<file path="src/rtl/fetch_pkg.sv">
// Shared types and constants for the fetch buffer.
// The entry layout is fixed here, so every consumer agrees on which bits hold the PC
// and which hold the instruction word.
package fetch_pkg;

  localparam int ADDR_W  = 64;
  localparam int INSTR_W = 32;

  // One buffered fetch: the PC and the instruction word read at that PC.
  typedef struct packed {
    logic [ADDR_W-1:0]  pc;
    logic [INSTR_W-1:0] instr;
  } fetch_entry_t;

  // Builds an entry from the fetch-stage inputs.
  function automatic fetch_entry_t make_entry(input logic [ADDR_W-1:0]  pc,
                                              input logic [INSTR_W-1:0] instr);
    fetch_entry_t e;
    e.pc    = pc;
    e.instr = instr;
    return e;
  endfunction

endpackage

</file>
<file path="src/rtl/fetch_buffer_wrap_ctr.sv">
// wrap_ctr: W-bit register with synchronous reset, synchronous clear and increment.
// The value wraps from 2**W-1 back to 0 through ordinary modular arithmetic.
// Clear takes priority over increment.
module wrap_ctr #(
  parameter int W = 1
) (
  input  logic         clk,
  input  logic         reset,
  input  logic         clr,
  input  logic         inc,
  output logic [W-1:0] val
);

  logic [W-1:0] val_q;
  logic [W-1:0] val_d;

  // Next value: clear wins, otherwise step by one when asked.
  always_comb begin
    val_d = val_q;
    if (clr) begin
      val_d = '0;
    end else if (inc) begin
      val_d = val_q + W'(1);
    end
  end

  // Counter register with synchronous reset.
  always_ff @(posedge clk) begin
    if (reset) begin
      val_q <= '0;
    end else begin
      val_q <= val_d;
    end
  end

  assign val = val_q;

endmodule

</file>
<file path="src/rtl/fetch_buffer.sv">
// fetch_buffer: small FIFO between the fetch stage and decode.
//
// Optional feature: define FETCH_BUFFER_STATS_EN to add the saturating stall_cnt and
// flush_cnt outputs. Without the macro those ports and counters do not exist.
//
// Handshake (both sides): a transfer happens in a cycle where valid and ready are both
// high at the rising edge. valid may be held without waiting for ready; ready is derived
// from registered state only, so neither output depends combinationally on any input.
// A taken branch (flush_F) cancels both transfers in its cycle and empties the buffer.
//
// The PC is stored in an ADDR_W-bit field; N must not exceed ADDR_W.
module fetch_buffer
  import fetch_pkg::*;
#(
  parameter int N     = ADDR_W,
  parameter int DEPTH = 2
) (
  input  logic               clk,
  input  logic               reset,
  input  logic [N-1:0]       imem_addr_F,
  input  logic [INSTR_W-1:0] instr_F,
  input  logic               valid_F,
  output logic               ready_F,
  input  logic               flush_F,
  output logic [N-1:0]       pc_D,
  output logic [INSTR_W-1:0] instr_D,
  output logic               valid_D,
  input  logic               ready_D
`ifdef FETCH_BUFFER_STATS_EN
  ,
  output logic [31:0]        stall_cnt,
  output logic [31:0]        flush_cnt
`endif
);

  localparam int PTR_W = $clog2(DEPTH);
  localparam int CNT_W = PTR_W + 1;
  localparam logic [CNT_W-1:0] FULL_CNT = CNT_W'(DEPTH);

  fetch_entry_t     mem_q [DEPTH];
  fetch_entry_t     mem_d [DEPTH];
  logic [CNT_W-1:0] count_q;
  logic [CNT_W-1:0] count_d;
  logic [PTR_W-1:0] rd_ptr;
  logic [PTR_W-1:0] wr_ptr;
  logic             push;
  logic             pop;
  fetch_entry_t     head;

  // Status is decoded from the registered count only: no pass-through when full,
  // no bypass when empty.
  assign ready_F = (count_q != FULL_CNT);
  assign valid_D = (count_q != '0);
  assign push    = valid_F & ready_F & ~flush_F;
  assign pop     = valid_D & ready_D & ~flush_F;

  // Head entry drives decode directly from storage.
  assign head    = mem_q[rd_ptr];
  assign pc_D    = N'(head.pc);
  assign instr_D = head.instr;

  // Read and write pointers; a flush returns both to slot 0.
  wrap_ctr #(.W(PTR_W)) u_rd_ptr (
    .clk   (clk),
    .reset (reset),
    .clr   (flush_F),
    .inc   (pop),
    .val   (rd_ptr)
  );

  wrap_ctr #(.W(PTR_W)) u_wr_ptr (
    .clk   (clk),
    .reset (reset),
    .clr   (flush_F),
    .inc   (push),
    .val   (wr_ptr)
  );

  // Storage update: write the incoming pair at the tail on an accepted push.
  // Flush leaves storage untouched; only the pointers and count are cleared.
  always_comb begin
    mem_d = mem_q;
    if (push) begin
      mem_d[wr_ptr] = make_entry(ADDR_W'(imem_addr_F), instr_F);
    end
  end

  // Occupancy: flush empties, otherwise push and pop each move it by one.
  always_comb begin
    count_d = count_q;
    if (flush_F) begin
      count_d = '0;
    end else begin
      case ({push, pop})
        2'b10:   count_d = count_q + CNT_W'(1);
        2'b01:   count_d = count_q - CNT_W'(1);
        default: count_d = count_q;
      endcase
    end
  end

  // Storage and count registers; reset zeroes everything so pc_D/instr_D read 0.
  always_ff @(posedge clk) begin
    if (reset) begin
      count_q <= '0;
      for (int i = 0; i < DEPTH; i++) begin
        mem_q[i] <= '0;
      end
    end else begin
      count_q <= count_d;
      mem_q   <= mem_d;
    end
  end

`ifdef FETCH_BUFFER_STATS_EN
  logic [31:0] stall_cnt_q;
  logic [31:0] stall_cnt_d;
  logic [31:0] flush_cnt_q;
  logic [31:0] flush_cnt_d;

  // Saturating event counters: fetch held off by a full buffer, and flushes that
  // actually discarded at least one entry.
  always_comb begin
    stall_cnt_d = stall_cnt_q;
    flush_cnt_d = flush_cnt_q;
    if (valid_F && !ready_F && !flush_F && (stall_cnt_q != 32'hFFFF_FFFF)) begin
      stall_cnt_d = stall_cnt_q + 32'd1;
    end
    if (flush_F && (count_q != '0) && (flush_cnt_q != 32'hFFFF_FFFF)) begin
      flush_cnt_d = flush_cnt_q + 32'd1;
    end
  end

  // Counter registers; only reset clears them.
  always_ff @(posedge clk) begin
    if (reset) begin
      stall_cnt_q <= '0;
      flush_cnt_q <= '0;
    end else begin
      stall_cnt_q <= stall_cnt_d;
      flush_cnt_q <= flush_cnt_d;
    end
  end

  assign stall_cnt = stall_cnt_q;
  assign flush_cnt = flush_cnt_q;
`endif

endmodule

</file>
<file path="config.mk">
export PLATFORM = sky130hd
export DESIGN_NAME = fetch_buffer
export DESIGN_NICKNAME = d
export VERILOG_FILES = /design/src/rtl/fetch_pkg.sv /design/src/rtl/fetch_buffer_wrap_ctr.sv /design/src/rtl/fetch_buffer.sv
export SDC_FILE = /design/constraint.sdc
export NUM_CORES = 1
export LEC_CHECK = 0
export ABC_AREA = 1
export CORE_AREA = 5 5 141 143
export CTS_BUF_LIST = sky130_fd_sc_hd__clkbuf_8
export CTS_CLUSTER_DIAMETER = 50
export DETAILED_ROUTE_END_ITERATION = 6
export DIE_AREA = 0 0 146 148
export PLACE_DENSITY = 0.95
export SLEW_MARGIN = 20
export SYNTH_ARGS = -nofsm -noshare
export SYNTH_HDL_FRONTEND = slang
export SYNTH_HIERARCHICAL = 1
export SYNTH_SLANG_ARGS = --single-unit
</file>
<file path="constraint.sdc">
create_clock -name clk -period 5.2 [get_ports clk]
set_clock_uncertainty 0.1 [all_clocks]
set_input_delay 1.04 -clock clk [delete_from_list [all_inputs] [get_ports clk]]
set_output_delay 1.04 -clock clk [all_outputs]
set_load 0.1 [all_outputs]
</file>
Word-level counts from Yosys, hierarchy flattened
Cells that the tools add are included.
- flip-flop bits (word level): 196
- input bits: 101
- output and inout port bits: 98
- word-level logic and storage cells: 35
- add/sub/neg operators: 4
- order comparisons: 3
- eq/ne operators: 3
- muxes and demuxes: 7
- bitwise operators: 7
- reductions and logical operators: 4
- operator list (cell ; count):
    $mux 96 ; 4
    $bwmux 192 ; 1
    $demux 96 s1 ; 1
    $and 1x1->1 ; 4
    $ge 2x2->1 const B ; 2
    $not 1->2 ; 2
    $pmux 2 s2 ; 1
    $reduce_bool 2->1 ; 2
    $add 1x1->1 const B ; 2
    $add 2x1->2 const B ; 1
    $eq 2x1->1 const B ; 1
    $eq 2x2->1 const B ; 1
    $lt 2x1->1 const B ; 1
    $ne 2x2->1 const B ; 1
    $reduce_or 2->1 ; 1
    $sub 2x1->2 const B ; 1
    $logic_and 1x1->1 ; 1
    $not 1->1 ; 1

Depth between registers and ports, before layout
Gate-level depths: netlist of run 1.
- depth after elaboration: 6
- depth in mapped cells: 9
- depth with buffers taken out: 9

By module
Netlist of run 1, hierarchy kept.
- modules (own cells, without submodules) (module ; instances ; cells an instance ; area each (um^2) ; seq. area each (um^2)):
    fetch_buffer ; 1 ; 1783 ; 10628.9 ; 3883.7
    wrap_ctr ; 2 ; 6 ; 41.3 ; 20.0

Worst setup path after synthesis of run 1
No wires, ideal clock.
- path type: flip-flop to output port
- start point: register u_rd_ptr.val_q (netlist: u_rd_ptr/val)
- end point: output port pc_D[56]
- data arrival time: 2.798 ns
- required time: 4.060 ns
- slack: 1.262 ns
- cell stages (with the launch flop): 4
- path buffers: 2
- cells stage by stage: dfxtp_1 buf_2 clkbuf_1 o21ai_0
- cells in the longest elaborated chain, start to end: 4
- ends and longest elaborated chain (element ; line ; text):
    from (decl) ; fetch_buffer_wrap_ctr.sv:14 ; logic [W-1:0] val_q;
    from (signal assigned) ; fetch_buffer_wrap_ctr.sv:32 ; val_q <= val_d;
    $not 1->2 (not written as such) ; fetch_buffer.sv:58 ; assign head = mem_q[rd_ptr];
    $mux 96 (not written as such) (3 in series) ; fetch_buffer.sv:58 ;
    to (decl) ; fetch_buffer.sv:25 ; output logic [N-1:0] pc_D,
Every way passes these cells. The select of a mux whose other input is x is not followed.

Worst setup path in the final report of run 1
- start point: register u_rd_ptr.val_q (netlist: u_rd_ptr/val)
- end point: output port pc_D[42]
Same word-level chain as after synthesis.

==> summary.txt, run 1 <==
Run status
  • Status: complete, but fails checks
  • Violated checks: DRC

Timing
  • WHS: 0.414 ns
  • Fin. max-slew vios: 0
  • Final setup viols: 0
  • RSZ-0062 raised after global routing: false
  • Fmax achieved: 226 MHz
  • Max_slew headroom: 29.4%
  • Min cycle time layout: 4.43 ns
  • Slew @ Worst Pin: 1.06 ns
  • Setup TNS: 0 ns
  • Final Hold Viols: 0
  • Final Cycle Share: 85.2%

Floorplan
  • Core area: 0.0185 sq mm
  • Chip width: 146 um
  • Number of placed I/O pins: 199
  • Die height: 148 um
  • Die area: 0.0216 sq mm
  • Initial core utilization: 58.0%
  • Rows: 50

Layout
  • Final Util: 70.1%
  • Most frequent cells in the layout: nand2_1 (487), inv_1 (474), nor2_1 (200)
  • Commonest non-fill, non-tap cell in the layout: nand2_1
  • Final instance area: 0.0129 sq mm
  • N_diodes: 0
  • Nets: 2000
  • Non-Filler Instances: 2145
  • Share of cells above drive strength 1: 3.35%
  • Fillers: 1497
  • Area grow syn2layout: 20.8%

Hold path
  • Hold path start: mem_q[22]
  • Hold path depth: 4
  • Hold Path End: mem_q[22]
  • Min-delay worst type: reg -> reg

Global route
  • Vias in the first global route: 9647
  • First-pass GRT wire length: 45.4 mm
  • Antenna violations before repair: 1
  • Largest net degree at the start of global routing: 124
  • GRT Overall Usage: 24.9%
  • Overflow after GRT: 0

Flow run
  • Max-cap violations: 0

Synthesis
  • Avg Cell Area, Syn: 5.97 sq um
  • Largest area contributor in the netlist: dfxtp_1
  • Seq/Total Area, Yosys: 36.6%
  • Synth unique cells: 22
  • Ranking of synthesized cells by area: dfxtp_1 (37%), nand2_1 (17%), inv_1 (17%)
  • Synthesis-stage register bit count: 196
  • Cell area after synthesis: 0.0107 sq mm
  • YS warnings: 6
  • Post-Syn Nets: 1897
  • Cells after synthesis: 1795
  • Synth top area share: 36.6%

Worst setup path
  • Cells on worst reg2reg path: 7
  • Reg-to-Reg End: mem_q[159]
  • Crit path kind: reg -> out
  • CP arrival: 3.29 ns
  • Crit end category: primary output
  • R2R setup slack: 2.16 ns
  • Crit path launch type: register
  • Reg2Reg Launch Point: u_wr_ptr/val
  • CP Data Required Time: 4.06 ns
  • CP max FO: 102

Power
  • Leak: 6.44 nW
  • Worst VDD drop: 0.163 mV
  • Pwr Density: 272 mW/mm^2

Detailed routing
  • Number of routed nets with antenna violations: 0
  • DR iter-0 viols: 889
  • Pre-antenna DRT Iters: 7
  • Post-Route WL: 28.0 mm
  • Routed vias/inst: 5.00
  • Wire length per cell: 13.0 um
  • Detailed-route DRC error count: 3
  • Via Count: 10700

Placed design
  • GPL Wtd Cong: 0.818
  • Detailed Place HPWL: 17.6 mm
  • Placed inst area: 0.0125 sq mm
  • Placed insts: 2112
  • Port Buffers: 198

CTS
  • CTS hold repair buffers: 0
  • Setup Buffers After CTS: 0
  • Reg clk slew, reported paths: 0.09 ns
  • Worst-Skew Late Latency: 0.46 ns
  • Clock sinks: 196
  • Clk buf depth: 2
  • CTS Buf Count: 17
  • Cts repair resizes: 0
  • Clock Root Buffer: clkbuf_8
  • TritonCTS clock tree: yes
  • H-tree levels: 4
## per-layer routing
layer  track usage (%)  vias to the layer above  share of wire [%]
met2              41.8                      418                 47
met5                 0                        -              0.046
li1                  -                     5497                  -
met4              7.76                        2                1.9
met3              4.75                       49                7.8
met1              32.7                     4757                 43
## logic make-up (layout without fill, tap and decap cells)
kind of cell | Yosys count | count (layout) | share of synthesized area [%]
AND/OR/NAND/NOR | 888 | 888 | 36.0
AO/OA/AOI/OAI | 98 | 98 | 4.58
adder cells (fa/ha/maj) | 1 | 1 | 0.117
buffers and inverters | 611 | 727 | 22.6
flip-flops | 196 | 196 | 36.6
XOR/XNOR | 1 | 1 | 0.0818
## flip-flops by register name, summed over array words and instances (netlist names)
name / count
mem_q: 192
count_q: 2
u_rd_ptr/val: 1
u_wr_ptr/val: 1
## cell type report
class | instances | area (sq um) | area share [%]
repair buffers | 209 | 2100 | 16.3
clock buffers | 19 | 262 | 2.02
multi-input cells | 988 | 4390 | 33.9
inverters | 486 | 1830 | 14.1
clock inverters | 13 | 131 | 1.02
flip-flops and latches | 196 | 3930 | 30.4
well taps | 234 | 293 | 2.26
## power breakdown
part	leakage [nW]	switching, W	internal, W
Combinational	4.63	0.000673	0.000259
Clock	0.207	0.000540	0.000452
Sequential	1.60	0.0000260	0.00156
Total	6.44	0.00124	0.00228
## metrics by stage
stage / power (W) / setup WS, ns
after floorplan: 0.00230 / 1.26
after global placement: 0.00253 / 1.32
after detailed placement: 0.00255 / 1.25
after CTS: 0.00352 / 0.729
after global routing: 0.00366 / 0.553
final: 0.00351 / 0.771
## critical path: stages (launching register included)
cell and delay (ns):
dfxtp_4 1.02, buf_4 0.46, nand2_1 0.08, o21ai_0 0.09
clkdlybuf4s50_1 1.17
## worst max-delay path by stage
stage | start | endpoint | slack [ns]
floorplan | u_rd_ptr/val | pc_D[56] | 1.26
global route | u_rd_ptr/val | pc_D[48] | 0.55
finish | u_rd_ptr/val | pc_D[42] | 0.77
global placement | u_rd_ptr/val | pc_D[54] | 1.32
detailed placement | u_rd_ptr/val | pc_D[42] | 1.25
CTS | u_rd_ptr/val | pc_D[37] | 0.73
## synthesized netlist by cell type (all sizes together)
cell and n:
a21oi 2, buf 86, clkbuf 39, dfxtp 196, ha 1, inv 486, nand2 488, nand3 3
nand4 192, nor2 203, nor3 1, o21ai 96, or2 1, xor2 1
Power figures use the tool's default switching activity.
==> run 2, diff against run 1 <==
CTS_CLUSTER_SIZE = 40   (was default)
==> results of run 2 <==
The final DEF is identical to that of run 1; final timing and power are the same.
